[src/rtl/stw_test_sequencer_if.sv]
// STW self-test port bundle between the sequencer (master) and the systolic array (slave).
interface stw_test_sequencer_if #(
  parameter int unsigned ROWS      = 3,
  parameter int unsigned COLS      = 3,
  parameter int unsigned WORD_SIZE = 16
);
  logic                   stw_test_load_en;
  logic [WORD_SIZE-1:0]   stw_mult_op1;
  logic [WORD_SIZE-1:0]   stw_mult_op2;
  logic [WORD_SIZE-1:0]   stw_add_op;
  logic [WORD_SIZE-1:0]   stw_expected;
  logic                   stw_start;
  logic                   stw_complete;
  logic [ROWS*COLS-1:0]   stw_result_mat;

  modport master (
    output stw_test_load_en, stw_mult_op1, stw_mult_op2, stw_add_op, stw_expected, stw_start,
    input  stw_complete, stw_result_mat
  );

  modport slave (
    input  stw_test_load_en, stw_mult_op1, stw_mult_op2, stw_add_op, stw_expected, stw_start,
    output stw_complete, stw_result_mat
  );
endinterface

[src/rtl/stw_test_sequencer.sv]
// Steps a table of MAC test vectors through the STW self-test port and
// accumulates a sticky per-PE fault map for the repair logic.
module stw_test_sequencer #(
  parameter int unsigned ROWS        = 3,
  parameter int unsigned COLS        = 3,
  parameter int unsigned WORD_SIZE   = 16,
  parameter int unsigned NUM_VECTORS = 4,
  parameter int unsigned TIMEOUT     = 64
) (
  input  logic                                              clk,
  input  logic                                              rst,
  input  logic                                              start,
  input  logic [NUM_VECTORS*4*WORD_SIZE-1:0]                vec_table,
  stw_test_sequencer_if.master                              stw,
  output logic                                              busy,
  output logic                                              done,
  output logic                                              timeout_err,
  output logic [ROWS*COLS-1:0]                              fault_map,
  output logic [$clog2(ROWS*COLS+1)-1:0]                    fault_count,
  output logic [((NUM_VECTORS > 1) ? $clog2(NUM_VECTORS) : 1)-1:0] vec_idx
);

  localparam int unsigned PE_N  = ROWS * COLS;
  localparam int unsigned FC_W  = $clog2(PE_N + 1);
  localparam int unsigned IDX_W = (NUM_VECTORS > 1) ? $clog2(NUM_VECTORS) : 1;
  localparam int unsigned CNT_W = $clog2(TIMEOUT);
  localparam int unsigned VEC_W = 4 * WORD_SIZE;

  typedef enum logic [2:0] {
    S_IDLE,
    S_LOAD,
    S_STRT,
    S_WAIT,
    S_CAPT,
    S_DONE
  } state_t;

  state_t               state_q;
  logic                 load_en_q;
  logic                 strt_q;
  logic [VEC_W-1:0]     ops_q;
  logic                 busy_q;
  logic                 done_q;
  logic                 timeout_q;
  logic [PE_N-1:0]      fault_map_q;
  logic [FC_W-1:0]      fault_count_q;
  logic [IDX_W-1:0]     vec_idx_q;
  logic [CNT_W-1:0]     cnt_q;
  logic                 complete_q;

  logic [VEC_W-1:0]     vec_arr [NUM_VECTORS];
  logic [PE_N-1:0]      fault_map_d;
  logic [IDX_W-1:0]     vec_idx_d;
  logic                 completion;
  logic                 last_vec;
  logic                 wait_expired;

  function automatic logic [FC_W-1:0] popcount(input logic [PE_N-1:0] m);
    logic [FC_W-1:0] c;
    c = '0;
    for (int i = 0; i < int'(PE_N); i++) begin
      c = c + FC_W'(m[i]);
    end
    return c;
  endfunction

  always_comb begin
    for (int v = 0; v < int'(NUM_VECTORS); v++) begin
      vec_arr[v] = vec_table[v*VEC_W +: VEC_W];
    end
  end

  // Only a fresh 0->1 edge counts; a level left high by the previous vector does not.
  assign completion   = stw.stw_complete & ~complete_q;
  assign fault_map_d  = fault_map_q | ~stw.stw_result_mat;
  assign vec_idx_d    = vec_idx_q + IDX_W'(1);
  assign last_vec     = (vec_idx_q == IDX_W'(NUM_VECTORS - 1));
  assign wait_expired = (cnt_q == CNT_W'(TIMEOUT - 1));

  always_ff @(posedge clk) begin
    if (rst) begin
      state_q       <= S_IDLE;
      load_en_q     <= 1'b0;
      strt_q        <= 1'b0;
      ops_q         <= '0;
      busy_q        <= 1'b0;
      done_q        <= 1'b0;
      timeout_q     <= 1'b0;
      fault_map_q   <= '0;
      fault_count_q <= '0;
      vec_idx_q     <= '0;
      cnt_q         <= '0;
      complete_q    <= 1'b0;
    end else begin
      complete_q <= stw.stw_complete;
      load_en_q  <= 1'b0;
      strt_q     <= 1'b0;
      done_q     <= 1'b0;
      case (state_q)
        S_IDLE: begin
          if (start) begin
            state_q       <= S_LOAD;
            fault_map_q   <= '0;
            fault_count_q <= '0;
            timeout_q     <= 1'b0;
            vec_idx_q     <= '0;
            busy_q        <= 1'b1;
            load_en_q     <= 1'b1;
            ops_q         <= vec_arr[0];
          end
        end
        S_LOAD: begin
          state_q <= S_STRT;
          strt_q  <= 1'b1;
        end
        S_STRT: begin
          state_q <= S_WAIT;
          cnt_q   <= '0;
        end
        S_WAIT: begin
          if (completion) begin
            state_q <= S_CAPT;
          end else if (wait_expired) begin
            state_q       <= S_DONE;
            timeout_q     <= 1'b1;
            done_q        <= 1'b1;
            fault_count_q <= popcount(fault_map_q);
            ops_q         <= '0;
          end else begin
            cnt_q <= cnt_q + CNT_W'(1);
          end
        end
        S_CAPT: begin
          fault_map_q <= fault_map_d;
          if (last_vec) begin
            state_q       <= S_DONE;
            done_q        <= 1'b1;
            fault_count_q <= popcount(fault_map_d);
            ops_q         <= '0;
          end else begin
            state_q   <= S_LOAD;
            vec_idx_q <= vec_idx_d;
            load_en_q <= 1'b1;
            ops_q     <= vec_arr[vec_idx_d];
          end
        end
        S_DONE: begin
          state_q <= S_IDLE;
          busy_q  <= 1'b0;
        end
        default: begin
          state_q <= S_IDLE;
          busy_q  <= 1'b0;
          ops_q   <= '0;
        end
      endcase
    end
  end

  assign stw.stw_test_load_en = load_en_q;
  assign stw.stw_start        = strt_q;
  assign stw.stw_mult_op1     = ops_q[0*WORD_SIZE +: WORD_SIZE];
  assign stw.stw_mult_op2     = ops_q[1*WORD_SIZE +: WORD_SIZE];
  assign stw.stw_add_op       = ops_q[2*WORD_SIZE +: WORD_SIZE];
  assign stw.stw_expected     = ops_q[3*WORD_SIZE +: WORD_SIZE];

  assign busy        = busy_q;
  assign done        = done_q;
  assign timeout_err = timeout_q;
  assign fault_map   = fault_map_q;
  assign fault_count = fault_count_q;
  assign vec_idx     = vec_idx_q;

endmodule

[src/flat_wrapper.sv]
// flat-port wrapper written by rule: the top's interface ports become plain ports
module stw_test_sequencer_flat 
#(
  parameter int unsigned ROWS        = 3,
  parameter int unsigned COLS        = 3,
  parameter int unsigned WORD_SIZE   = 16,
  parameter int unsigned NUM_VECTORS = 4,
  parameter int unsigned TIMEOUT     = 64
)
  (clk, rst, start, vec_table, busy, done, timeout_err, fault_map, fault_count, vec_idx, stw_stw_test_load_en, stw_stw_mult_op1, stw_stw_mult_op2, stw_stw_add_op, stw_stw_expected, stw_stw_start, stw_stw_complete, stw_stw_result_mat);
  stw_test_sequencer_if #(.ROWS(ROWS), .COLS(COLS), .WORD_SIZE(WORD_SIZE)) stw_i ();
  input  logic clk;
  input  logic rst;
  input  logic start;
  input  logic [NUM_VECTORS*4*WORD_SIZE-1:0] vec_table;
  output logic busy;
  output logic done;
  output logic timeout_err;
  output logic [ROWS*COLS-1:0] fault_map;
  output logic [$clog2(ROWS*COLS+1)-1:0] fault_count;
  output logic [((NUM_VECTORS > 1) ? $clog2(NUM_VECTORS) : 1)-1:0] vec_idx;
  output wire logic [$bits(stw_i.stw_test_load_en)-1:0] stw_stw_test_load_en;
  output wire logic [$bits(stw_i.stw_mult_op1)-1:0] stw_stw_mult_op1;
  output wire logic [$bits(stw_i.stw_mult_op2)-1:0] stw_stw_mult_op2;
  output wire logic [$bits(stw_i.stw_add_op)-1:0] stw_stw_add_op;
  output wire logic [$bits(stw_i.stw_expected)-1:0] stw_stw_expected;
  output wire logic [$bits(stw_i.stw_start)-1:0] stw_stw_start;
  input wire logic [$bits(stw_i.stw_complete)-1:0] stw_stw_complete;
  input wire logic [$bits(stw_i.stw_result_mat)-1:0] stw_stw_result_mat;
  assign stw_stw_test_load_en = stw_i.stw_test_load_en;
  assign stw_stw_mult_op1 = stw_i.stw_mult_op1;
  assign stw_stw_mult_op2 = stw_i.stw_mult_op2;
  assign stw_stw_add_op = stw_i.stw_add_op;
  assign stw_stw_expected = stw_i.stw_expected;
  assign stw_stw_start = stw_i.stw_start;
  assign stw_i.stw_complete = stw_stw_complete;
  assign stw_i.stw_result_mat = stw_stw_result_mat;
  stw_test_sequencer #(.ROWS(ROWS), .COLS(COLS), .WORD_SIZE(WORD_SIZE), .NUM_VECTORS(NUM_VECTORS), .TIMEOUT(TIMEOUT)) u_core (.clk(clk), .rst(rst), .start(start), .vec_table(vec_table), .stw(stw_i), .busy(busy), .done(done), .timeout_err(timeout_err), .fault_map(fault_map), .fault_count(fault_count), .vec_idx(vec_idx));
endmodule
[config.mk]
export PLATFORM = sky130hd
export DESIGN_NAME = stw_test_sequencer_flat
export DESIGN_NICKNAME = d
export VERILOG_FILES = /design/src/rtl/stw_test_sequencer_if.sv /design/src/rtl/stw_test_sequencer.sv /design/src/flat_wrapper.sv
export SDC_FILE = /design/constraint.sdc
export NUM_CORES = 1
export LEC_CHECK = 0
export CAP_MARGIN = 20
export CORE_AREA = 5 5 134 136
export CTS_CLUSTER_SIZE = 12
export DETAILED_ROUTE_END_ITERATION = 10
export DIE_AREA = 0 0 139 141
export PLACE_DENSITY = 0.83
export SKIP_LAST_GASP = 1
export SYNTH_ARGS = -nofsm -noshare
export SYNTH_HDL_FRONTEND = slang
export SYNTH_SLANG_ARGS = --single-unit
export TNS_END_PERCENT = 10
[constraint.sdc]
create_clock -name clk -period 4.9 [get_ports clk]
set_clock_uncertainty 0.1 [all_clocks]
set_input_delay 0.735 -clock clk [delete_from_list [all_inputs] [get_ports clk]]
set_output_delay 0.735 -clock clk [all_outputs]
set_load 0.02 [all_outputs]
* Word level (Yosys, flattened, before mapping)
Index checks and enable logic that the tools add are counted.
** Storage, ports and cells
- Register bits after elaboration :: 94
- Input bits :: 269
- Output and inout bits :: 84
- Logic and storage cells :: 107
** Operators by class
- Add/sub/neg operators :: 18
- Order comparisons :: 1
- Eq/ne operators :: 14
- Multiplexer cells :: 40
- Bitwise logic cells :: 7
- Reductions and logical operators :: 15
** Operators by type and width (number)
- $mux 64 :: 6
- $pmux 64 s4 :: 1
- $bmux 64 s2 :: 1
- $add 4x1->4 :: 14
- $pmux 9 s2 :: 1
- $mux 4 :: 4
- $pmux 3 s5 :: 1
- $mux 3 :: 4
- $mux 6 :: 2
- $pmux 4 s3 :: 1
- $pmux 6 s2 :: 1
- $mux 1 :: 10
- $mux 9 :: 1
- $not 9->9 :: 1
- $or 9x9->9 :: 1
- $ne 2x2->1 const B :: 4
- $pmux 1 s2 :: 4
- $reduce_and 4->1 :: 2
- $add 6x1->6 const B :: 1
- $eq 3x2->1 const B :: 2
- $eq 3x3->1 const B :: 2
- $eq 6x6->1 const B :: 1
- $reduce_and 2->1 :: 3
- $reduce_and 3->1 :: 2
- other kinds (18) :: 25

* Logic depth before layout (Yosys ltp)
Gate-level depths: netlist of run 1.
- Depth after elaboration :: 12
- Gate-level depth with buffers :: 12
- Mapped depth without buffers :: 12

* Worst setup path before layout of run 1
Ideal clock, no wire load.
- Path type :: input port to flip-flop
- From :: in stw_stw_result_mat[0]
- To :: reg u_core.fault_count_q[2], in the netlist u_core.fault_count[2]
- Library setup time :: 0.132 ns
- Arrival time :: 3.727 ns
- Data required time :: 4.668 ns
- Setup slack :: 0.941 ns
- Cell stages on the path :: 12
- Path buffers :: 0
- Cell sequence :: nand2b_1 -> ha_1 -> inv_1 -> fa_1 -> fa_1 -> fa_1 -> inv_1 -> ha_1 -> fa_1 -> xnor2_1 -> a222oi_1 -> a311oi_1
** Between the ends
- Word-level cells in the longest chain between the ends :: 12
** Ends and longest elaborated chain
- start, declared :: RTL line flat_wrapper.sv:29 : input wire logic [$bits(stw_i.stw_result_mat)-1:0] stw_stw_result_mat;
- $not 9->9 :: RTL line stw_test_sequencer.sv:75 : assign fault_map_d = fault_map_q | ~stw.stw_result_mat;
- $or 9x9->9 :: RTL line stw_test_sequencer.sv:75
- $add 1x1->2 :: RTL line stw_test_sequencer.sv:62 : c = c + FC_W'(m[i]);
- $add 4x1->4 (7 in a row) :: RTL line stw_test_sequencer.sv:62
- $mux 4 :: RTL line stw_test_sequencer.sv:135 : if (last_vec) begin
- $pmux 4 s3 :: RTL line stw_test_sequencer.sv:99 : case (state_q)
- end signal, assigned :: RTL line stw_test_sequencer.sv:127 : fault_count_q <= popcount(fault_map_q);
- end signal, assigned :: RTL line stw_test_sequencer.sv:138 : fault_count_q <= popcount(fault_map_d);
- end, declared :: RTL line stw_test_sequencer.sv:46 : logic [FC_W-1:0] fault_count_q;
No other way between the ends. The select of a mux whose other input is x is not followed.
A chain may end at the register's enable or synchronous reset.

* Final worst setup path of run 1
Same ends and word-level chain as after synthesis.

==> flow_summary.toml, run 1 <==
[floorplan]
core-area_um2 = 16800
die_y_um = 141
row_count = 48
design.die.area_um2 = 19600
start_util = 0.349
die_w_um = 139
ios = 353

[cts]
cts_tree = "built"
cts_root_buffer = "clkbuf_16"
cts_resized = 0
clkTransAtPathRegs_ps = 70
postCtsSetupRepairBufs = 0
clock_sinks = 94
cts_hold_buf = 0
cts_buffers = 9
clk_latency_ps = 340
h-tree-depth = 3
clock_path_buffers = 2

[synth]
ys_types = 43
yosys_most_used_dff = "dfxtp_1"
synth_simple_gate_area_frac = 0.129
synth_xor_area_frac = 0.00299
yosysTopAreaCellShare = 0.321
yosysTopAreaCell = "dfxtp_1"
synth_nets = 785
netlist_instances = 492
synth_seq_cells = 94
synth_compound_area_frac = 0.171
synthAdderAreaFrac = 0.0640
netlist_top_cells_area = "dfxtp_1, mux4_2, a221o_1"
synth_edf_count = 0
syn_area_per_cell_um2 = 11.9
synth_top_family_by_area = "multiplexers"
async_flop_share = 0
synthMuxAreaShare = 0.251
netlist_area_um2 = 5860
ys_seq_area_frac = 0.321
synth_warnings = 0

[route]
drt_iter0_markers = 306
post_drt_wl_per_cell_um = 21.3
finalWirelength_mm = 22.4
drc_errors = 0
first_pass_iters = 5
avgViaCountPerCell = 5.41
ant_nets = 0
num_vias = 5694

[status]
run_status = "completed"

[sta]
max_freq_ghz = 0.235
rsz0062_at_grt = "no"
whs_ps = 357
tightest_slew_ps = 996
min_period_over_period = 0.867
fin_tns_setup_ps = 0
finalCriticalPeriod_ps = 4250
max_slew_margin = 0.336
slew_violations = 0
hold_violations = 0
setup_viol = 0

[power]
irDropWorstVdd_mv = 0.143
cellInternalPower_mw = 1.57
p_leak_nw = 3.46
p_sw_uw = 592
powerDensity_nw_per_um2 = 222
pwr-share-clk = 0.304
share_comb_of_total_power = 0.301
netSwitchingFraction = 0.274
seqPwrFrac = 0.395

[setup_path]
crit_fanout = 2
cp.arrival_ps = 4360
crit_type = "input port to flop"
endpoint_kind = "flop"
r2r_slack_ps = 1120
start_kind = "input port"
cp.required_ps = 5020

[cells_and_area]
finalNonFillerCells = 1052
drive_gt1_frac = 0.114
nNetsFinal = 1113
n_fill_cell = 1419
multiInputGateArea_um2 = 3640
seqCellArea_um2 = 1890
area_growth_pct = 66.5

[global_route]
antenna_found_initial = 2
overflow = 0
grt_pass1_wl_mm = 33.9
grt_pass1_vias = 5831
grtUsageTotal = 0.220
grt_max_degree = 66

[placement]
post-dp-hpwl_mm = 17.5
gp_congestion = 0.904
io_buffers = 352
dp.cells = 1034

[worst_hold_path]
min_path_type = "flop to flop"

[job]
maxCapViolCount = 0
state kept, by name, indices dropped and copies added (netlist names):
register / flops
u_core.busy: 1
u_core.cnt_q: 6
u_core.complete_q: 1
u_core.done: 1
u_core.fault_count: 4
u_core.fault_map: 9
u_core.ops_q: 64
u_core.state_q: 3
u_core.stw.stw_start: 1
u_core.stw.stw_test_load_en: 1
u_core.timeout_err: 1
u_core.vec_idx: 2
stage by stage:
stage | instance area, µm² | worst slack (ps) | util | power (mW)
floorplan | 5860 | 941 | - | 1.15
global placement | 9490 | 334 | 0.564 | 1.51
detailed placement | 9490 | 255 | 0.564 | 1.52
CTS | 9760 | 638 | 0.580 | 2.19
global route | 9760 | 467 | 0.581 | 2.26
finish | 9760 | 652 | 0.581 | 2.16
cell type report:
| type | count | area share |
|---|---|---|
| Antenna cell | 2 | 0.000513 |
| Clock buffer | 12 | 0.0242 |
| Clock inverter | 4 | 0.00333 |
| Inverter | 25 | 0.00961 |
| Multi-Input combinational cell | 330 | 0.373 |
| Sequential cell | 94 | 0.193 |
| Tap cell | 225 | 0.0288 |
| Timing Repair Buffer | 360 | 0.367 |
placed cells by master (no fill, tap or decap), drive strengths merged, types with 2 or more instances in the layout:
cell,instances
and3,4
xnor2,2
a221o,65
a21oi,12
nand2b,10
a311oi,5
clkinvlp,2
mux4,64
a211oi,3
diode,2
fa,10
nor2,20
o21ai,3
buf,8
and2,3
mux2i,3
dfxtp,94
a222oi,4
nor3,4
clkbuf,12
nor2b,75
clkdlybuf4s50,352
o21bai,2
a2bb2oi,10
ha,14
nand2,4
inv,26
layer usage:
layer  vias to the layer above  wire length [µm]  part of all wire  track usage
li1                       2593                 -                 -            -
met1                      2798              8640              0.39        0.264
met2                       276             11300              0.50        0.382
met3                        27              1980             0.088       0.0685
met4                         0               478             0.021       0.0613
met5                         -                 0                 0            0
cells by family (layout without fill, tap and decap cells):
kind of cell / after synthesis / count (layout)
AOI/OAI and AO/OA: 110 / 110
buffers and inverters: 68 / 401
muxes: 67 / 67
DFF: 94 / 94
other: 0 / 2
xor gates and xnor gates: 2 / 2
and+or+nand+nor: 127 / 127
adders and majority gates: 24 / 24
final timing paths:
path                                              end             startpoint  depth (start not counted)
worst max-delay path            u_core.fault_count[2]  stw_stw_result_mat[0]                         13
worst min-delay path               u_core.timeout_err     u_core.timeout_err                          2
worst max register to register  u_core.fault_count[2]    u_core.fault_map[0]                         12
worst min register to register     u_core.timeout_err     u_core.timeout_err                          2
synthesized netlist by cell type, drive strengths merged, types with 2 or more instances:
cell      n
clkbuf   17
nand2     4
and3      4
buf      26
ha       14
nor3      4
a211oi    3
o21bai    2
fa       10
nand2b   10
a21oi    12
a311oi    5
nor2     20
nor2b    75
a221o    65
dfxtp    94
inv      25
and2      3
a2bb2oi  10
o21ai     3
a222oi    4
mux2i     3
xnor2     2
mux4     64
worst max-delay path, cell delays in order:
cell	delay [ps]
clkdlybuf4s50_1	490
nand2b_1	70
ha_1	270
inv_1	50
fa_1	510
fa_1	520
fa_1	550
inv_1	50
ha_1	220
fa_1	390
xnor2_1	130
a222oi_1	300
a311oi_1	80
power groups by stage:
| stage | clock network, mW | registers (mW) | logic (mW) |
|---|---|---|---|
| finish | 0.659 | 0.854 | 0.651 |
| CTS | 0.679 | 0.854 | 0.655 |
| detailed placement | 0 | 0.871 | 0.652 |
| global route | 0.710 | 0.861 | 0.693 |
| floorplan | 0 | 0.924 | 0.226 |
| global placement | 0 | 0.870 | 0.641 |
No activity file was read; power rests on OpenSTA's default activity.
==> run 2, diff against run 1 <==
--- a/config.mk
+++ b/config.mk
@@ -12,6 +12,7 @@
 export DIE_AREA = 0 0 139 141
 export PLACE_DENSITY = 0.83
 export SKIP_LAST_GASP = 1
+export SLEW_MARGIN = 10
 export SYNTH_ARGS = -nofsm -noshare
 export SYNTH_HDL_FRONTEND = slang
 export SYNTH_SLANG_ARGS = --single-unit
==> results of run 2 <==
Final layout, timing and power as in run 1 (identical DEF).
==> run 3, diff against run 2 <==
--- a/config.mk
+++ b/config.mk
@@ -6,14 +6,13 @@
 export NUM_CORES = 1
 export LEC_CHECK = 0
 export CAP_MARGIN = 20
-export CORE_AREA = 5 5 134 136
+export CORE_AREA = 5 5 133 135
 export CTS_CLUSTER_SIZE = 12
 export DETAILED_ROUTE_END_ITERATION = 10
-export DIE_AREA = 0 0 139 141
-export PLACE_DENSITY = 0.83
+export DIE_AREA = 0 0 138 140
+export PLACE_DENSITY = 0.84
 export SKIP_LAST_GASP = 1
 export SLEW_MARGIN = 10
 export SYNTH_ARGS = -nofsm -noshare
 export SYNTH_HDL_FRONTEND = slang
 export SYNTH_SLANG_ARGS = --single-unit
-export TNS_END_PERCENT = 10
==> constraint.sdc (replaced) <==
create_clock -name clk -period 5.14 [get_ports clk]
set_clock_uncertainty 0.1 [all_clocks]
set_input_delay 0.771 -clock clk [delete_from_list [all_inputs] [get_ports clk]]
set_output_delay 0.771 -clock clk [all_outputs]
set_load 0.02 [all_outputs]
==> flow_summary.toml, run 3 (synthesis gave the netlist of run 1 again) <==
[status]
run_status = "completed"

[cts]
cts_root_buffer = "clkbuf_16"
postCtsSetupRepairBufs = 0
h-tree-depth = 3
cts_resized = 0
clock_path_buffers = 2
cts_tree = "built"
clkTransAtPathRegs_ps = 70
clock_sinks = 94
cts_hold_buf = 0
clk_latency_ps = 340
cts_buffers = 9

[route]
avgViaCountPerCell = 5.45
post_drt_wl_per_cell_um = 22.2
first_pass_iters = 5
num_vias = 5710
ant_nets = 0
finalWirelength_mm = 23.3
drt_iter0_markers = 283
drc_errors = 0

[setup_path]
cp.required_ps = 5260
r2r_slack_ps = 1380
worstReg2RegStart = "u_core.fault_map[1]"
max_stage_delay_ps = 540
crit_path_top_delay_cell = "fa_1"
crit_top_cell = "fa_1"
ff2ff_path_depth = 12
crit_type = "input port to flop"
r2r_end = "u_core.fault_count[2]"
critPathTopFamily = "adder cells"
cp.arrival_ps = 4380
crit_buf_inv = 3
start_kind = "input port"
endpoint_kind = "flop"
crit_chain = "clkdlybuf4s50_1 > nand2b_1 > ha_1 > inv_1 > fa_1 > fa_1 > fa_1 > inv_1 > ha_1 > fa_1 > xnor2_1 > a222oi_1 > a311oi_1"
crit_fanout = 2

[sta]
tightest_slew_ps = 981
finalCriticalPeriod_ps = 4260
rsz0062_at_grt = "no"
hold_violations = 0
slew_violations = 0
min_period_over_period = 0.829
max_freq_ghz = 0.235
setup_viol = 0
fin_tns_setup_ps = 0
max_slew_margin = 0.346
fin_ws_ps = 876

[floorplan]
die_w_um = 138
ios = 353
die_y_um = 140
design.die.area_um2 = 19300
core-area_um2 = 16300
start_util = 0.359
row_count = 47

[global_route]
use_met2 = 0.405
grt_pass1_wl_mm = 35.5
grtUsageTotal = 0.233
grtUsageMet3 = 0.0774
grt_use_met1 = 0.272
top_usage_layer = "met2"
antenna_found_initial = 2
grt_pass1_vias = 5934
grt_max_degree = 66
overflow = 0

[placement]
gp_congestion = 0.900
io_buffers = 352
dp_slack_ps = 502
post-dp-hpwl_mm = 18.2

[cells_and_area]
drive_gt1_frac = 0.116
area_growth_pct = 67.2
n_fill_cell = 1386
regMostFlops = "u_core.ops_q"
layout_common_cells = "clkdlybuf4s50_1, dfxtp_1, nor2b_1"
nNetsFinal = 1113
largest_reg_flops = 64
layout_commonest_cell = "clkdlybuf4s50_1"

[power]
p_leak_nw = 3.48
irDropWorstVdd_mv = 0.145
p_total_mw = 2.14
powerDensity_nw_per_um2 = 219

[worst_hold_path]
hold_start = "u_core.timeout_err"
whs_endpoint = "u_core.timeout_err"
min_path_type = "flop to flop"
holdPathStages = 2

[job]
maxCapViolCount = 0
==> run 3: cell types whose count changed in the layout (fill, tap and decap cells not counted) <==
cell / delta
inv_6: -1
clkinvlp_4: -1
diode_2: +1
clkbuf_1: -2
bufinv_16: +1
clkinv_4: +1
clkbuf_8: +2
==> run 3: cell type report <==
cell class	count	area (µm²)	area share
sequential	94	1890	0.192
clock inverter	4	55.1	0.00562
timing repair buffer	360	3580	0.366
antenna	3	7.51	0.000766
tap	220	275	0.0281
inverter	25	93.8	0.00957
clock buffer	12	256	0.0262
multi-input combinational	330	3640	0.372
==> run 3: per-layer routing <==
layer,wire [µm],up-vias
met3,1960,44
met2,11600,249
met1,9020,2822
li1,-,2595
met5,0,-
met4,711,0
==> run 3: per-stage QoR <==
stage | hold WS (ps) | cell area (µm²) | util | instances
CTS | 360 | 9790 | 0.599 | 1045
global route | 384 | 9800 | 0.599 | 1047
global placement | 346 | 9480 | 0.580 | 1029
finish | 361 | 9800 | 0.599 | 1048
floorplan | 347 | 5860 | - | 492
detailed placement | 342 | 9480 | 0.580 | 1029
==> run 3: worst max-delay path by stage <==
| stage | from | to | slack [ps] | depth (start not counted) |
|---|---|---|---|---|
| 6_report | stw_stw_result_mat[0] | u_core.fault_count[2] | 880 | 13 |
| 5_1_grt | stw_stw_result_mat[0] | u_core.fault_count[2] | 720 | 13 |
| 4_1_cts | stw_stw_result_mat[0] | u_core.fault_count[2] | 870 | 13 |
| 3_5_place_dp | stw_stw_result_mat[0] | u_core.fault_count[2] | 500 | 13 |
| 3_3_place_gp | stw_stw_result_mat[0] | u_core.fault_count[2] | 560 | 13 |
| 2_1_floorplan | stw_stw_result_mat[0] | u_core.fault_count[2] | 1140 | 12 |
==> run 3: report_power, final <==
part	internal, mW	leakage (nW)	switching, mW
Combinational	0.387	2.57	0.236
Clock	0.406	0.149	0.300
Sequential	0.779	0.770	0.0351
==> run 3: worst reg2reg max path, stage by stage, from the launching register on <==
cell and delay [ps]:
dfxtp_1 340, nand2b_1 150, ha_1 270, inv_1 50, fa_1 500, fa_1 510
fa_1 540, inv_1 40, ha_1 210, fa_1 390, xnor2_1 140, a222oi_1 310
a311oi_1 80
